File: config.mk
export PLATFORM = sky130hd
export DESIGN_NAME = dtype_conv_arbiter
export DESIGN_NICKNAME = d
export VERILOG_FILES = /design/src/rtl/dtype_pkg.sv /design/src/rtl/dtype_converter.sv /design/src/rtl/dtype_conv_arbiter.sv
export SDC_FILE = /design/constraint.sdc
export NUM_CORES = 1
export LEC_CHECK = 0
export BUFFER_PORTS_ARGS = -buffer_cell sky130_fd_sc_hd__buf_2
export CORE_AREA = 5 5 140 142
export DETAILED_ROUTE_END_ITERATION = 8
export DIE_AREA = 0 0 145 147
export GPL_TIMING_DRIVEN = 0
export PLACE_DENSITY = 0.73
export SETUP_SLACK_MARGIN = 0.2
export SLEW_MARGIN = 20
export SYNTH_ARGS = -nofsm -noshare
export SYNTH_HDL_FRONTEND = slang
export SYNTH_SLANG_ARGS = --single-unit
File: constraint.sdc
create_clock -name clk_i -period 3.9 [get_ports clk_i]
set_input_delay 0.78 -clock clk_i [delete_from_list [all_inputs] [get_ports clk_i]]
set_output_delay 0.78 -clock clk_i [all_outputs]
set_load 0.05 [all_outputs]
File: src/rtl/dtype_pkg.sv
// Shared type codes, widths and signed range limits for the dtype converter/arbiter.
// Clamping limits are only consumed when DTYPE_CONV_SATURATE_EN is defined.
package dtype_pkg;

    localparam int unsigned W_BYTE     = 8;
    localparam int unsigned W_SHORTINT = 16;
    localparam int unsigned W_INT      = 32;
    localparam int unsigned W_LONGINT  = 64;

    typedef enum logic [1:0] {
        DT_BYTE     = 2'd0,
        DT_SHORTINT = 2'd1,
        DT_INT      = 2'd2,
        DT_LONGINT  = 2'd3
    } dtype_e;

    typedef enum logic {
        IDLE = 1'b0,
        BUSY = 1'b1
    } arb_state_e;

    localparam logic signed [63:0] BYTE_MIN     = -64'sd128;
    localparam logic signed [63:0] BYTE_MAX     =  64'sd127;
    localparam logic signed [63:0] SHORTINT_MIN = -64'sd32768;
    localparam logic signed [63:0] SHORTINT_MAX =  64'sd32767;
    localparam logic signed [63:0] INT_MIN      = -64'sd2147483648;
    localparam logic signed [63:0] INT_MAX      =  64'sd2147483647;
    localparam logic signed [63:0] LONGINT_MIN  =  64'sh8000_0000_0000_0000;
    localparam logic signed [63:0] LONGINT_MAX  =  64'sh7FFF_FFFF_FFFF_FFFF;

    function automatic int unsigned dtype_width(input dtype_e t);
        case (t)
            DT_BYTE:     return W_BYTE;
            DT_SHORTINT: return W_SHORTINT;
            DT_INT:      return W_INT;
            default:     return W_LONGINT;
        endcase
    endfunction

    function automatic logic signed [63:0] dtype_min(input dtype_e t);
        case (t)
            DT_BYTE:     return BYTE_MIN;
            DT_SHORTINT: return SHORTINT_MIN;
            DT_INT:      return INT_MIN;
            default:     return LONGINT_MIN;
        endcase
    endfunction

    function automatic logic signed [63:0] dtype_max(input dtype_e t);
        case (t)
            DT_BYTE:     return BYTE_MAX;
            DT_SHORTINT: return SHORTINT_MAX;
            DT_INT:      return INT_MAX;
            default:     return LONGINT_MAX;
        endcase
    endfunction

endpackage

File: src/rtl/dtype_converter.sv
// Combinational integer type converter: sign-extend source, then fit to destination.
// DTYPE_CONV_SATURATE_EN selects clamping; otherwise the result wraps.
module dtype_converter
    import dtype_pkg::*;
(
    input  logic [63:0] data,
    input  dtype_e      src_type,
    input  dtype_e      dst_type,
    output logic [63:0] result,
    output logic        sat
);

    logic signed [63:0] src_val;
    logic signed [63:0] wrap_val;

    // Interpret only the low source-width bits as a signed value.
    always_comb begin
        case (src_type)
            DT_BYTE:     src_val = {{56{data[7]}},  data[7:0]};
            DT_SHORTINT: src_val = {{48{data[15]}}, data[15:0]};
            DT_INT:      src_val = {{32{data[31]}}, data[31:0]};
            default:     src_val = data;
        endcase
    end

    // Truncate to destination width; a no-op whenever the destination is not narrower.
    always_comb begin
        case (dst_type)
            DT_BYTE:     wrap_val = {{56{src_val[7]}},  src_val[7:0]};
            DT_SHORTINT: wrap_val = {{48{src_val[15]}}, src_val[15:0]};
            DT_INT:      wrap_val = {{32{src_val[31]}}, src_val[31:0]};
            default:     wrap_val = src_val;
        endcase
    end

`ifdef DTYPE_CONV_SATURATE_EN
    always_comb begin
        result = wrap_val;
        sat    = 1'b0;
        if (src_val > dtype_max(dst_type)) begin
            result = dtype_max(dst_type);
            sat    = 1'b1;
        end else if (src_val < dtype_min(dst_type)) begin
            result = dtype_min(dst_type);
            sat    = 1'b1;
        end
    end
`else
    assign result = wrap_val;
    assign sat    = 1'b0;
`endif

endmodule

File: src/rtl/dtype_conv_arbiter.sv
// Round-robin arbiter sharing one dtype converter, with a single registered result slot.
// DTYPE_CONV_SATURATE_EN enables clamping and the saturation-event counter.
module dtype_conv_arbiter
    import dtype_pkg::*;
#(
    parameter  int unsigned NUM_REQ = 4,
    parameter  int unsigned CNT_W   = 16,
    localparam int unsigned ID_W    = $clog2(NUM_REQ)
) (
    input  logic                     clk_i,
    input  logic                     rst_ni,
    input  logic [NUM_REQ-1:0]       req_valid_i,
    output logic [NUM_REQ-1:0]       req_ready_o,
    input  logic [NUM_REQ-1:0][63:0] req_data_i,
    input  logic [NUM_REQ-1:0][1:0]  req_src_type_i,
    input  logic [NUM_REQ-1:0][1:0]  req_dst_type_i,
    output logic                     out_valid_o,
    input  logic                     out_ready_i,
    output logic [63:0]              out_data_o,
    output logic [ID_W-1:0]          out_id_o,
    output logic                     out_sat_o,
    output logic [CNT_W-1:0]         sat_cnt_o
);

    arb_state_e       state_q, state_d;
    logic [ID_W-1:0]  ptr_q;
    logic [ID_W-1:0]  grant_idx;
    logic             grant_found;
    int unsigned      cand;
    logic             can_take;
    logic             accept;
    logic             handshake;
    logic [63:0]      conv_result;
    logic             conv_sat;

    // First asserted request at or above ptr, wrapping around.
    always_comb begin
        grant_found = 1'b0;
        grant_idx   = '0;
        cand        = '0;
        for (int unsigned k = 0; k < NUM_REQ; k++) begin
            cand = (32'(ptr_q) + k) % NUM_REQ;
            if (!grant_found && req_valid_i[ID_W'(cand)]) begin
                grant_found = 1'b1;
                grant_idx   = ID_W'(cand);
            end
        end
    end

    // The slot can take a new result if empty or being drained this cycle.
    assign can_take    = rst_ni && ((state_q == IDLE) || out_ready_i);
    assign accept      = grant_found && can_take;
    assign req_ready_o = accept ? (NUM_REQ'(1) << grant_idx) : '0;
    assign handshake   = out_valid_o && out_ready_i;

    dtype_converter u_conv (
        .data     (req_data_i[grant_idx]),
        .src_type (dtype_e'(req_src_type_i[grant_idx])),
        .dst_type (dtype_e'(req_dst_type_i[grant_idx])),
        .result   (conv_result),
        .sat      (conv_sat)
    );

    always_comb begin
        state_d = state_q;
        case (state_q)
            IDLE:    if (accept) state_d = BUSY;
            BUSY:    if (out_ready_i && !accept) state_d = IDLE;
            default: state_d = IDLE;
        endcase
    end

    always_ff @(posedge clk_i or negedge rst_ni) begin
        if (!rst_ni) begin
            state_q     <= IDLE;
            ptr_q       <= '0;
            out_valid_o <= 1'b0;
            out_data_o  <= '0;
            out_id_o    <= '0;
            out_sat_o   <= 1'b0;
        end else begin
            state_q     <= state_d;
            out_valid_o <= (state_d == BUSY);
            if (accept) begin
                ptr_q      <= (grant_idx == ID_W'(NUM_REQ - 1)) ? '0 : grant_idx + ID_W'(1);
                out_data_o <= conv_result;
                out_id_o   <= grant_idx;
                out_sat_o  <= conv_sat;
            end
        end
    end

`ifdef DTYPE_CONV_SATURATE_EN
    // Counts clamped results as they leave; sticks at all-ones.
    always_ff @(posedge clk_i or negedge rst_ni) begin
        if (!rst_ni) begin
            sat_cnt_o <= '0;
        end else if (handshake && out_sat_o && (sat_cnt_o != '1)) begin
            sat_cnt_o <= sat_cnt_o + CNT_W'(1);
        end
    end
`else
    assign sat_cnt_o = '0;
`endif

endmodule

==> reports/metrics.yaml <==
fill_count: 1886
critical_path_class: "input pin to output pin"
synth.mux.area_fraction_pct: 0.655
dp.final_hpwl_um: 22600
vias: 8376
async_reset_ff_share_pct: 100
grt_overflow_total: 0
cts-buffers-inserted: 9
totalWireLength_um: 28800
synthesis.yosys.warnings: 0
highest_delay_cell_along_the_critical_path: "sky130_fd_sc_hd__buf_2"
yosys.area.top_type: "sky130_fd_sc_hd__dfrtp_1"
utilization_pct: 48.0
power.density_nw_per_um2: 801
p_clk_share_pct: 13.1
area_delta_synth_final_pct: 39.5
critPathMostFrequentCell: "sky130_fd_sc_hd__buf_2"
ctsHtreeMaxLevel: 3
largest_net_degree_at_the_start_of_global_routing: 37
final_hold_viol_count: 0
fin_total_pwr_mw: 7.04
multiInputGateArea_um2: 4120
tns_ps: 0
antenna_found_initial: 2
timing.reg2reg.setup_slack_ps: 640
post_synth_xor_area_fraction_pct: 0
initial_utilization_pct: 34.4
intPower_mw: 2.99
synthAdderAreaFrac_pct: 0.794
core_region_area_um2: 18300
leakage_nw: 4.38
clockBufferDepth: 2
synth.cell_area_um2: 6310
synth_simple_gate_area_share_pct: 34.2
post_drt_wl_per_cell_um: 18.4
slew-limit-headroom_pct: 53.2
synth_area_leaders: "sky130_fd_sc_hd__dfrtp_1 27%, sky130_fd_sc_hd__nand2_1 16%, sky130_fd_sc_hd__nor2_1 7.3%"
worstSetupEndpointType: "output pin"
area_share_of_the_largest_cell_type_after_synthesis_pct: 27.4
dpl_cell_area_um2: 8430
drt-pass1-iter-count: 5
route.antenna.remaining_nets: 0
timing.critical_path.cells: "buf_2, nand2b_1, a21oi_1, nor3_4, buf_4, inv_2, buf_2, buf_2, ha_1, and2_1, buf_2"
fp.dieArea_um2: 21300
floorplan.io_pins: 367
tritoncts: "yes"
cts_sinks: 69
worst_slew_pin_slew_ps: 702
max_freq_mhz: 281
worstHoldPathType: "input pin to asynchronous set/reset pin"
final_design_area_no_fill_um2: 8800
largest_family_of_logic_cells_by_synthesized_area: "simple AND/OR/NAND/NOR gates"
finalMaxSlewViolations: 0
core.rowCount: 50
regArea_um2: 1730
floorplan.die.height_um: 147
most_used_standard_cell_by_instance_count_after_synthesis: "sky130_fd_sc_hd__nand2_1"
synth_cell_type_count: 44
synth_compound_gate_area_share_pct: 28.6
number_of_enable_flip_flop_cells_after_synthesis: 0
worst-path-max-fanout: 11
power.sequential.fraction_pct: 17.6
p_switching_mw: 4.05
timing.hold.ws_ps: 339
finalSetupViolCount: 0
clk_root_buffer_cell: "sky130_fd_sc_hd__clkbuf_16"
finalWorstPathRequiredPeriod_ps: 3550
vdd_ir_drop_max_mv: 0.521
wire_length_of_the_first_global_routing_pass_um: 44000
grt_setup_unrepaired: "no"
synthesis.instances: 946
synth-seq-cells: 69
port_buffers: 349
crit_required_ps: 3120
remaining_drc_errors: 0
clock_latency_ps: 350
yosys-top-cells-count: "270 x sky130_fd_sc_hd__nand2_1, 122 x sky130_fd_sc_hd__nor2_1, 69 x sky130_fd_sc_hd__dfrtp_1"
grt_pass1_vias: 8257
cap_viol_max_count: 0
outcome: "complete, no violations"
critical_path_arrival_ps: 2770
avgSynthCellArea_um2: 6.67
finalWeightedCongestion: 0.910
drt_first_iter_violations: 493
layout_cells_sized_above_1_pct: 33.5
detail_route.vias_per_cell: 5.36
dominantRegCellSynth: "sky130_fd_sc_hd__dfrtp_1"
clk_transition_reported_paths_ps: 60
swShare_pct: 57.5
worst_clock_skew_ps: 6.51
critical_path.startpoint_type: "input pin"
sequential_area_share_after_synthesis_pct: 27.4
track_usage_pct: 25.4
cp_slowest_stage_delay_ps: 350
p_comb_share_pct: 69.3
die_w_um: 145
num-nets-final: 1607
final_period_utilization_pct: 91.1
==> cell usage in the layout, fill, tap and decap left out, types with 25 or more instances in the layout <==
| cell | n |
|---|---|
| sky130_fd_sc_hd__a21oi_1 | 48 |
| sky130_fd_sc_hd__nand2_1 | 270 |
| sky130_fd_sc_hd__buf_4 | 25 |
| sky130_fd_sc_hd__o31ai_1 | 32 |
| sky130_fd_sc_hd__o211ai_1 | 45 |
| sky130_fd_sc_hd__dfrtp_1 | 69 |
| sky130_fd_sc_hd__a311oi_1 | 32 |
| sky130_fd_sc_hd__and3_1 | 33 |
| sky130_fd_sc_hd__clkbuf_1 | 60 |
| sky130_fd_sc_hd__nand3_1 | 58 |
| sky130_fd_sc_hd__nor2_1 | 122 |
| sky130_fd_sc_hd__buf_2 | 360 |
==> final timing paths <==
path	from	endpoint	cells past startpoint
worst max register to register	ptr_q[1]	out_data_o[53]	10
min in group clk_i	out_data_o[4]	out_data_o[4]	2
worst max-delay path	req_valid_i[2]	req_ready_o[0]	11
worst min register to register	out_data_o[4]	out_data_o[4]	2
max in group asynchronous	rst_ni	out_data_o[58]	2
worst min-delay path	rst_ni	state_q	1
==> worst max-delay path, delay by kind of cell <==
| family | cells | cell delay [ps] |
|---|---|---|
| compound gates | 1 | 230 |
| buf+inv | 6 | 1320 |
| fa+ha+maj | 1 | 180 |
| simple gates | 3 | 240 |
==> cells by family (layout without fill, tap and decap cells) <==
family,count (synthesis),count (layout)
AOI/OAI and AO/OA,249,249
and+or+nand+nor,508,508
adders and majority gates,4,4
buffers and inverters,111,478
other,1,18
muxes,4,4
DFF,69,69
==> metal layers <==
layer	GRT usage, %	wire, um	vias to the layer above
met3	5.12	2220	54
li1	-	-	4022
met5	0	7	-
met1	31.3	11500	3891
met4	9.18	794	2
met2	43.8	14200	407
==> layout make-up <==
| type | instances | share of cell area (%) |
|---|---|---|
| flip-flops and latches | 69 | 19.6 |
| diodes | 1 | 0.0284 |
| inverters | 3 | 0.128 |
| well taps | 234 | 3.33 |
| repair buffers | 354 | 20.5 |
| multi-input cells | 782 | 46.8 |
| clock buffers | 9 | 2.56 |
| plain buffers | 105 | 5.90 |
| clock inverters | 7 | 1.11 |
==> registers in the layout (all words and copies together) (netlist names) <==
signal and cells:
ptr_q 2, state_q 1, out_id_o 2, out_data_o 64
==> stage by stage <==
step,setup WS [ps],cells
6_report,346,1564
5_1_grt,205,1564
4_1_cts,223,1563
3_5_place_dp,-715,1546
3_3_place_gp,-1400,1545
2_1_floorplan,297,962
==> power by group through the flow <==
| stage | Sequential (mW) | Combinational (mW) | Clock (mW) |
|---|---|---|---|
| after floorplan | 2.36 | 2.32 | 0 |
| final | 1.24 | 4.88 | 0.922 |
| after CTS | 1.24 | 4.87 | 0.938 |
| after global routing | 1.28 | 5.24 | 0.964 |
| after global placement | 1.23 | 4.80 | 0 |
| after detailed placement | 1.24 | 4.83 | 0 |
==> what timing repair did <==
action | 4_1_cts | 5_1_grt
setup endpoints to repair | 4 | 4
gates resized for setup | 10 | 6
setup buffers | 4 | 0
hold buffers | 0 | 0
pin swaps | 2 | 0
Note: power is estimated with default switching activity, not from simulation.
